**src/rtl/rd_cmd_arbiter.sv**
```systemverilog
// Round-robin arbiter sharing one packet-buffer read port among NPORT read
// channels: credit-limited word reads, return FIFO, per-packet last marker.
module rd_cmd_arbiter #(
  parameter int unsigned NPORT      = 4,
  parameter int unsigned ADDR_W     = 12,
  parameter int unsigned DATA_W     = 32,
  parameter int unsigned FIFO_DEPTH = 8
) (
  input  logic                      iClk,
  input  logic                      iRst,
  input  logic [NPORT-1:0]          iCmdVld,
  output logic [NPORT-1:0]          oCmdRdy,
  input  logic [NPORT*(ADDR_W+5)-1:0] iCmdPld,
  output logic                      oMemRdVld,
  output logic [ADDR_W-1:0]         oMemRdAddr,
  input  logic                      iMemRdRdy,
  input  logic                      iMemRdDataVld,
  input  logic [DATA_W-1:0]         iMemRdData,
  output logic [NPORT-1:0]          oRdDataVld,
  output logic [DATA_W-1:0]         oRdData,
  output logic                      oRdLast,
  input  logic [NPORT-1:0]          iRdDataRdy,
  output logic                      oBusy,
  output logic                      oErr
);
  localparam int unsigned CMD_W = ADDR_W + 5;
  localparam int unsigned PTR_W = $clog2(NPORT);
  localparam int unsigned FA_W  = $clog2(FIFO_DEPTH);
  localparam int unsigned CNT_W = FA_W + 1;
  localparam int unsigned SUM_W = CNT_W + 1;

  typedef enum logic [1:0] {S_IDLE, S_ISSUE, S_DRAIN} state_e;

  state_e              state_q, state_d;
  logic [PTR_W-1:0]    rr_ptr_q, rr_ptr_d;
  logic [PTR_W-1:0]    gnt_q, gnt_d;
  logic [ADDR_W-1:0]   addr_q, addr_d;
  logic [3:0]          len_q, len_d;
  logic [3:0]          issue_cnt_q, issue_cnt_d;
  logic [3:0]          pop_cnt_q, pop_cnt_d;
  logic [CNT_W-1:0]    outst_q, outst_d;
  logic [CNT_W-1:0]    fifo_cnt_q, fifo_cnt_d;
  logic [FA_W-1:0]     wr_ptr_q, wr_ptr_d;
  logic [FA_W-1:0]     rd_ptr_q, rd_ptr_d;
  logic                err_q, err_d;
  logic [DATA_W-1:0]   fifo_mem_q [FIFO_DEPTH];

  logic                gnt_found;
  logic [PTR_W-1:0]    gnt_idx;
  int unsigned         cand;
  logic [CMD_W-1:0]    gnt_pld;
  logic                gnt_drop;
  logic [3:0]          gnt_len;
  logic [ADDR_W-1:0]   gnt_addr;
  logic                cmd_hs, credit_ok, mem_hs, resp_ok, rd_vld, pop, last, pkt_end;

  function automatic logic [PTR_W-1:0] ptr_inc(input logic [PTR_W-1:0] p);
    if (32'(p) == NPORT - 1) ptr_inc = '0;
    else                     ptr_inc = p + PTR_W'(1);
  endfunction

  // Round-robin search: first valid channel at or after rr_ptr_q, wrapping.
  always_comb begin
    gnt_found = 1'b0;
    gnt_idx   = '0;
    cand      = 0;
    for (int unsigned i = 0; i < NPORT; i++) begin
      cand = 32'(rr_ptr_q) + i;
      if (cand >= NPORT) cand = cand - NPORT;
      if (!gnt_found && iCmdVld[PTR_W'(cand)]) begin
        gnt_found = 1'b1;
        gnt_idx   = PTR_W'(cand);
      end
    end
  end

  assign gnt_pld  = iCmdPld[32'(gnt_idx)*CMD_W +: CMD_W];
  assign gnt_drop = gnt_pld[0];
  assign gnt_len  = gnt_pld[4:1];
  assign gnt_addr = gnt_pld[CMD_W-1:5];

  assign cmd_hs    = (state_q == S_IDLE) && gnt_found;
  assign credit_ok = (SUM_W'(outst_q) + SUM_W'(fifo_cnt_q)) < SUM_W'(FIFO_DEPTH);
  assign mem_hs    = oMemRdVld && iMemRdRdy;
  assign resp_ok   = iMemRdDataVld && (outst_q != '0);
  assign rd_vld    = (fifo_cnt_q != '0) && (state_q != S_IDLE);
  assign pop       = rd_vld && iRdDataRdy[gnt_q];
  assign last      = (pop_cnt_q == len_q);
  assign pkt_end   = pop && last;

  always_ff @(posedge iClk) begin
    if (iRst) state_q <= S_IDLE;
    else      state_q <= state_d;
  end

  always_comb begin
    state_d = state_q;
    unique case (state_q)
      S_IDLE:  if (cmd_hs && !gnt_drop)                  state_d = S_ISSUE;
      S_ISSUE: if (mem_hs && (issue_cnt_q == len_q))     state_d = S_DRAIN;
      S_DRAIN: if (pkt_end)                              state_d = S_IDLE;
      default:                                           state_d = S_IDLE;
    endcase
  end

  always_comb begin
    oCmdRdy    = '0;
    oMemRdVld  = 1'b0;
    oRdDataVld = '0;
    oRdLast    = 1'b0;
    oBusy      = (state_q != S_IDLE);
    if (cmd_hs) oCmdRdy[gnt_idx] = 1'b1;
    if ((state_q == S_ISSUE) && credit_ok) oMemRdVld = 1'b1;
    if (rd_vld) begin
      oRdDataVld[gnt_q] = 1'b1;
      oRdLast           = last;
    end
  end

  assign oMemRdAddr = addr_q + ADDR_W'(issue_cnt_q);
  assign oRdData    = fifo_mem_q[rd_ptr_q];
  assign oErr       = err_q;

  // Datapath next-state; the credit rule keeps outstanding+fifo within depth.
  always_comb begin
    rr_ptr_d    = rr_ptr_q;
    gnt_d       = gnt_q;
    addr_d      = addr_q;
    len_d       = len_q;
    issue_cnt_d = issue_cnt_q;
    pop_cnt_d   = pop_cnt_q;
    wr_ptr_d    = wr_ptr_q;
    rd_ptr_d    = rd_ptr_q;
    err_d       = err_q;
    if (cmd_hs) begin
      addr_d      = gnt_addr;
      len_d       = gnt_len;
      gnt_d       = gnt_idx;
      issue_cnt_d = '0;
      pop_cnt_d   = '0;
      if (gnt_drop) rr_ptr_d = ptr_inc(gnt_idx);
    end
    if (mem_hs) issue_cnt_d = issue_cnt_q + 4'd1;
    if (pop) begin
      pop_cnt_d = pop_cnt_q + 4'd1;
      rd_ptr_d  = rd_ptr_q + FA_W'(1);
    end
    if (pkt_end) rr_ptr_d = ptr_inc(gnt_q);
    if (resp_ok) wr_ptr_d = wr_ptr_q + FA_W'(1);
    if (iMemRdDataVld && (outst_q == '0)) err_d = 1'b1;
    outst_d    = outst_q + CNT_W'(mem_hs) - CNT_W'(resp_ok);
    fifo_cnt_d = fifo_cnt_q + CNT_W'(resp_ok) - CNT_W'(pop);
  end

  always_ff @(posedge iClk) begin
    if (iRst) begin
      rr_ptr_q    <= '0;
      gnt_q       <= '0;
      addr_q      <= '0;
      len_q       <= '0;
      issue_cnt_q <= '0;
      pop_cnt_q   <= '0;
      outst_q     <= '0;
      fifo_cnt_q  <= '0;
      wr_ptr_q    <= '0;
      rd_ptr_q    <= '0;
      err_q       <= 1'b0;
    end else begin
      rr_ptr_q    <= rr_ptr_d;
      gnt_q       <= gnt_d;
      addr_q      <= addr_d;
      len_q       <= len_d;
      issue_cnt_q <= issue_cnt_d;
      pop_cnt_q   <= pop_cnt_d;
      outst_q     <= outst_d;
      fifo_cnt_q  <= fifo_cnt_d;
      wr_ptr_q    <= wr_ptr_d;
      rd_ptr_q    <= rd_ptr_d;
      err_q       <= err_d;
    end
  end

  // Return-data storage needs no reset; occupancy is tracked by the counters.
  always_ff @(posedge iClk) begin
    if (resp_ok) fifo_mem_q[wr_ptr_q] <= iMemRdData;
  end

endmodule

```
**config.mk**
```make
export PLATFORM = sky130hd
export DESIGN_NAME = rd_cmd_arbiter
export DESIGN_NICKNAME = d
export VERILOG_FILES = /design/src/rtl/rd_cmd_arbiter.sv
export SDC_FILE = /design/constraint.sdc
export NUM_CORES = 1
export LEC_CHECK = 0
export ABC_AREA = 1
export CAP_MARGIN = 40
export CORE_UTILIZATION = 56
export CTS_CLUSTER_DIAMETER = 50
export DETAILED_ROUTE_END_ITERATION = 7
export PLACE_DENSITY = 0.8
export REMOVE_ABC_BUFFERS = 1
export SYNTH_ARGS = -nofsm -noshare
export SYNTH_HDL_FRONTEND = slang
export SYNTH_SLANG_ARGS = --single-unit
```
**constraint.sdc**
```tcl
create_clock -name iClk -period 4.2 [get_ports iClk]
set_input_delay 1.26 -clock iClk [delete_from_list [all_inputs] [get_ports iClk]]
set_output_delay 1.26 -clock iClk [all_outputs]
set_load 0.01 [all_outputs]
```
==> Implementation_results.wiki <==
{| class="wikitable"
! Metric !! Value
|-
| Outcome || completed
|-
| Data required time of the critical path || between 2000 and 3000 ps
|-
| Kind of critical path || flip-flop to output port
|-
| Slew at the pin closest to its max-slew limit || 585 ps
|-
| First-pass GRT wire length || between 40 and 50 mm
|-
| Starting density of the core || a little under three fifths
|-
| Vias per inst || 5.52
|-
| Synth warn || 0
|-
| Antenna Diode Count || 0
|-
| Area share of the largest cell type after synthesis || a little under three fifths
|-
| Fraction of registers with async set or reset after synthesis || 0%
|-
| Share of synthesized area occupied by flip-flops and latches || 64.1%
|-
| Number of design rule violations left after detail routing || 0
|-
| Number of global-route vias before repair || a little under 10,000
|-
| Drt pass-1 iters || 5
|-
| Sw Share || a little over a third
|-
| TritonCTS clock tree || done
|-
| Cell with the most instances after synthesis || nor2_1
|-
| Number of hold violations in the final report || 0
|-
| NetSw || about 3.8 mW
|-
| Worst max-slew margin expressed relative to the limit || 61.0%
|-
| Clock root cell || clkbuf_16
|-
| CTS buffer count || 34
|-
| Final period demand of the worst path || roughly 4100 ps
|-
| Post-synth EDFFs || roughly 260
|-
| Max-slew violation count || 0
|-
| Number of cells produced by synthesis || ~1,300
|-
| Number of antenna violations at the first check in global routing || 0
|-
| Core area || approximately 24,000 µm²
|-
| Cell Count, Final, Fillers Out || roughly 1,800
|-
| Sum Neg Setup Slack || 0 ps
|-
| Number of failing setup endpoints in the final timing report || 0
|-
| Worst hold path startpoint || oErr
|-
| Total power per unit cell area || between 600 and 700 nW/µm²
|-
| Maximum number of pins on one net before global-route repair || 129
|-
| Achievable frequency || between 200 and 250 MHz
|-
| Skew final || between 15 and 20 ps
|-
| Max clock buf depth || 3
|-
| Int Pwr || roughly 7 mW
|-
| Post-layout net count || roughly 1,600
|-
| RSZ-0062 raised after global routing || no
|-
| Total Die Area || ~25,000 µm²
|-
| Inst Count DP || 1,733
|-
| Critical path arrival || 2830 ps
|-
| Path class of the lowest-slack min-delay path || flip-flop to flip-flop
|-
| Die span in x || between 150 and 200 µm
|-
| CTS hold repair buffers || 0
|-
| Syn avg cell area || between 10 and 15 µm²
|-
| Area overhead of the layout relative to synthesis || 24.3%
|-
| Gp weighted congestion || about 0.89
|-
| Reg power frac || roughly 35%
|-
| Type of origin of the critical path || flip-flop
|-
| Number of design-rule violations left by the first detailed-router iteration || approximately 760
|-
| Post-route clock period utilization || 97.4%
|-
| Post-CTS clock slew at the launch and capture registers of the worst setup and hold paths || approximately 50 ps
|-
| Number of max-cap violations || 0
|-
| Gate power share || around two fifths
|-
| Netlist area before placement || approximately 13,000 µm²
|-
| Area contributors post-synth || edfxtp_1 57%, nor2_1 9.1%, dfxtp_1 7.1%
|-
| Crit path capture type || output port
|-
| Unique cell type count in the Yosys netlist || 38
|-
| Clock group share of total power || a little over a quarter
|-
| Routed WL per cell || 17.4 µm
|-
| Via count of the routed design || 9,914
|-
| Cell area after placement || about 16,000 µm²
|-
| Dpl hpwl || around 18 mm
|-
| Leading cell types by count after synthesis || 327 x nor2_1, 256 x edfxtp_1, 144 x o21ai_0
|-
| IR Drop Worst-Case VDD || around 0.97 mV
|-
| Total gr overflow || 0
|-
| I/O pin total || between 150 and 200
|-
| Leakage power || ~6.3 nW
|-
| Height of the die || 157 µm
|-
| Remaining number of nets flagged by the antenna check after routing || 0
|-
| Number of synthesized register bits || roughly 300
|-
| Total GRT Usage || between 20 and 30%
|-
| Placement Rows || between 50 and 60
|-
| Critical Path Fanout Max || 116
|-
| RR Startpoint || rr_ptr_q[0]
|-
| Fraction of final layout cells with drive strength greater than 1 || between 10% and 20%
|-
| Design area || about 17,000 µm²
|-
| IO Port Bufs || 167
|-
| Dominant register cell in the synthesized netlist || edfxtp_1
|-
| Final Total Pwr || ~11 mW
|-
| Clock insertion delay at the later pin of the skew report || 510 ps
|-
| CTS HTree Levels || 2
|-
| Top cell type by total area after synthesis || edfxtp_1
|-
| Total Routed Length || 31.3 mm
|-
| Sink Count || between 300 and 400
|}
==> layer usage <==
metal / wire [µm] / share of wire, % / vias to the layer above / GRT usage (%)
li1: - / - / 4788 / -
met1: 11900 / 38 / 4642 / 30.8
met2: 16100 / 51 / 443 / 46.2
met3: 2800 / 8.9 / 41 / 5.70
met4: 560 / 1.8 / 0 / 7.12
met5: 0 / 0 / - / 0
==> sequential cells by signal, summed over array words and instances (netlist names), named ones only <==
register,count
fifo_cnt_q,4
issue_cnt_q,4
len_q,4
rd_ptr_q,3
outst_q,4
gnt_q,2
oErr,1
state_q,2
rr_ptr_q,2
fifo_mem_q,256
addr_q,12
pop_cnt_q,4
wr_ptr_q,3
==> repair_timing <==
item / in CTS / in global routing
resized for setup: 35 / 15
setup endpoints to repair: 8 / 11
pin swaps: 6 / 7
setup buffers: 3 / 1
==> per-stage QoR <==
stage / worst slack (ps) / utilization [%] / hold WS (ps)
global route: 7.88 / 71.2 / 497
global placement: -497 / 66.3 / 444
floorplan: -1950 / - / 457
CTS: -53.5 / 71.0 / 464
detailed placement: -633 / 66.3 / 457
finish: 110 / 71.2 / 457
==> cell families after synthesis <==
| logic type | after synthesis | share of synthesized area (%) |
|---|---|---|
| and+or+nand+nor | 502 | 15.3 |
| DFF | 304 | 64.1 |
| AOI/OAI and AO/OA | 273 | 11.2 |
| buffers and inverters | 153 | 4.75 |
| adders and majority gates | 32 | 3.13 |
| xor gates and xnor gates | 23 | 1.49 |
==> power groups by stage <==
stage          clock network, mW  registers, mW  logic [mW]
6_report                    2.81           3.83        4.19
2_1_floorplan                  0           3.91        2.43
3_5_place_dp                   0           3.88        4.10
3_3_place_gp                   0           3.87        4.00
5_1_grt                     2.99           3.86        4.67
4_1_cts                     2.85           3.83        4.18
==> worst max-delay path: stages, from the launching register on <==
cell             delay (ps)
dfxtp_4                 470
buf_16                  390
o21ai_0                 210
o22ai_1                 240
nor2_1                   70
a31oi_1                 250
clkdlybuf4s50_1         600
==> final cells by class <==
type / count / area, µm²
Timing Repair Buffer: 199 / 2000
Multi-Input combinational cell: 830 / 4320
Inverter: 85 / 322
Fill cell: 1656 / 6780
Clock inverter: 18 / 161
Clock buffer: 42 / 902
Tap cell: 319 / 399
Sequential cell: 304 / 8660
==> worst paths after layout <==
path | endpoint | slack, ps | cells after the start
max | oRdData[26] | 110 | 6
min | oErr | 460 | 2
max reg2reg | rr_ptr_q[0] | 1460 | 15
min reg2reg | oErr | 460 | 2
==> cells in the final DEF (no fill, tap or decap), types with 33 or more instances in the layout <==
cell type and count:
clkbuf_16 35, dfxtp_1 44, edfxtp_1 256, clkdlybuf4s50_1 156, inv_1 72, o22ai_1 33
a31oi_1 34, nand2_1 94, nand3_1 34, nor2_1 318, o21ai_0 141
Note: power is estimated with default switching activity, not from simulation.
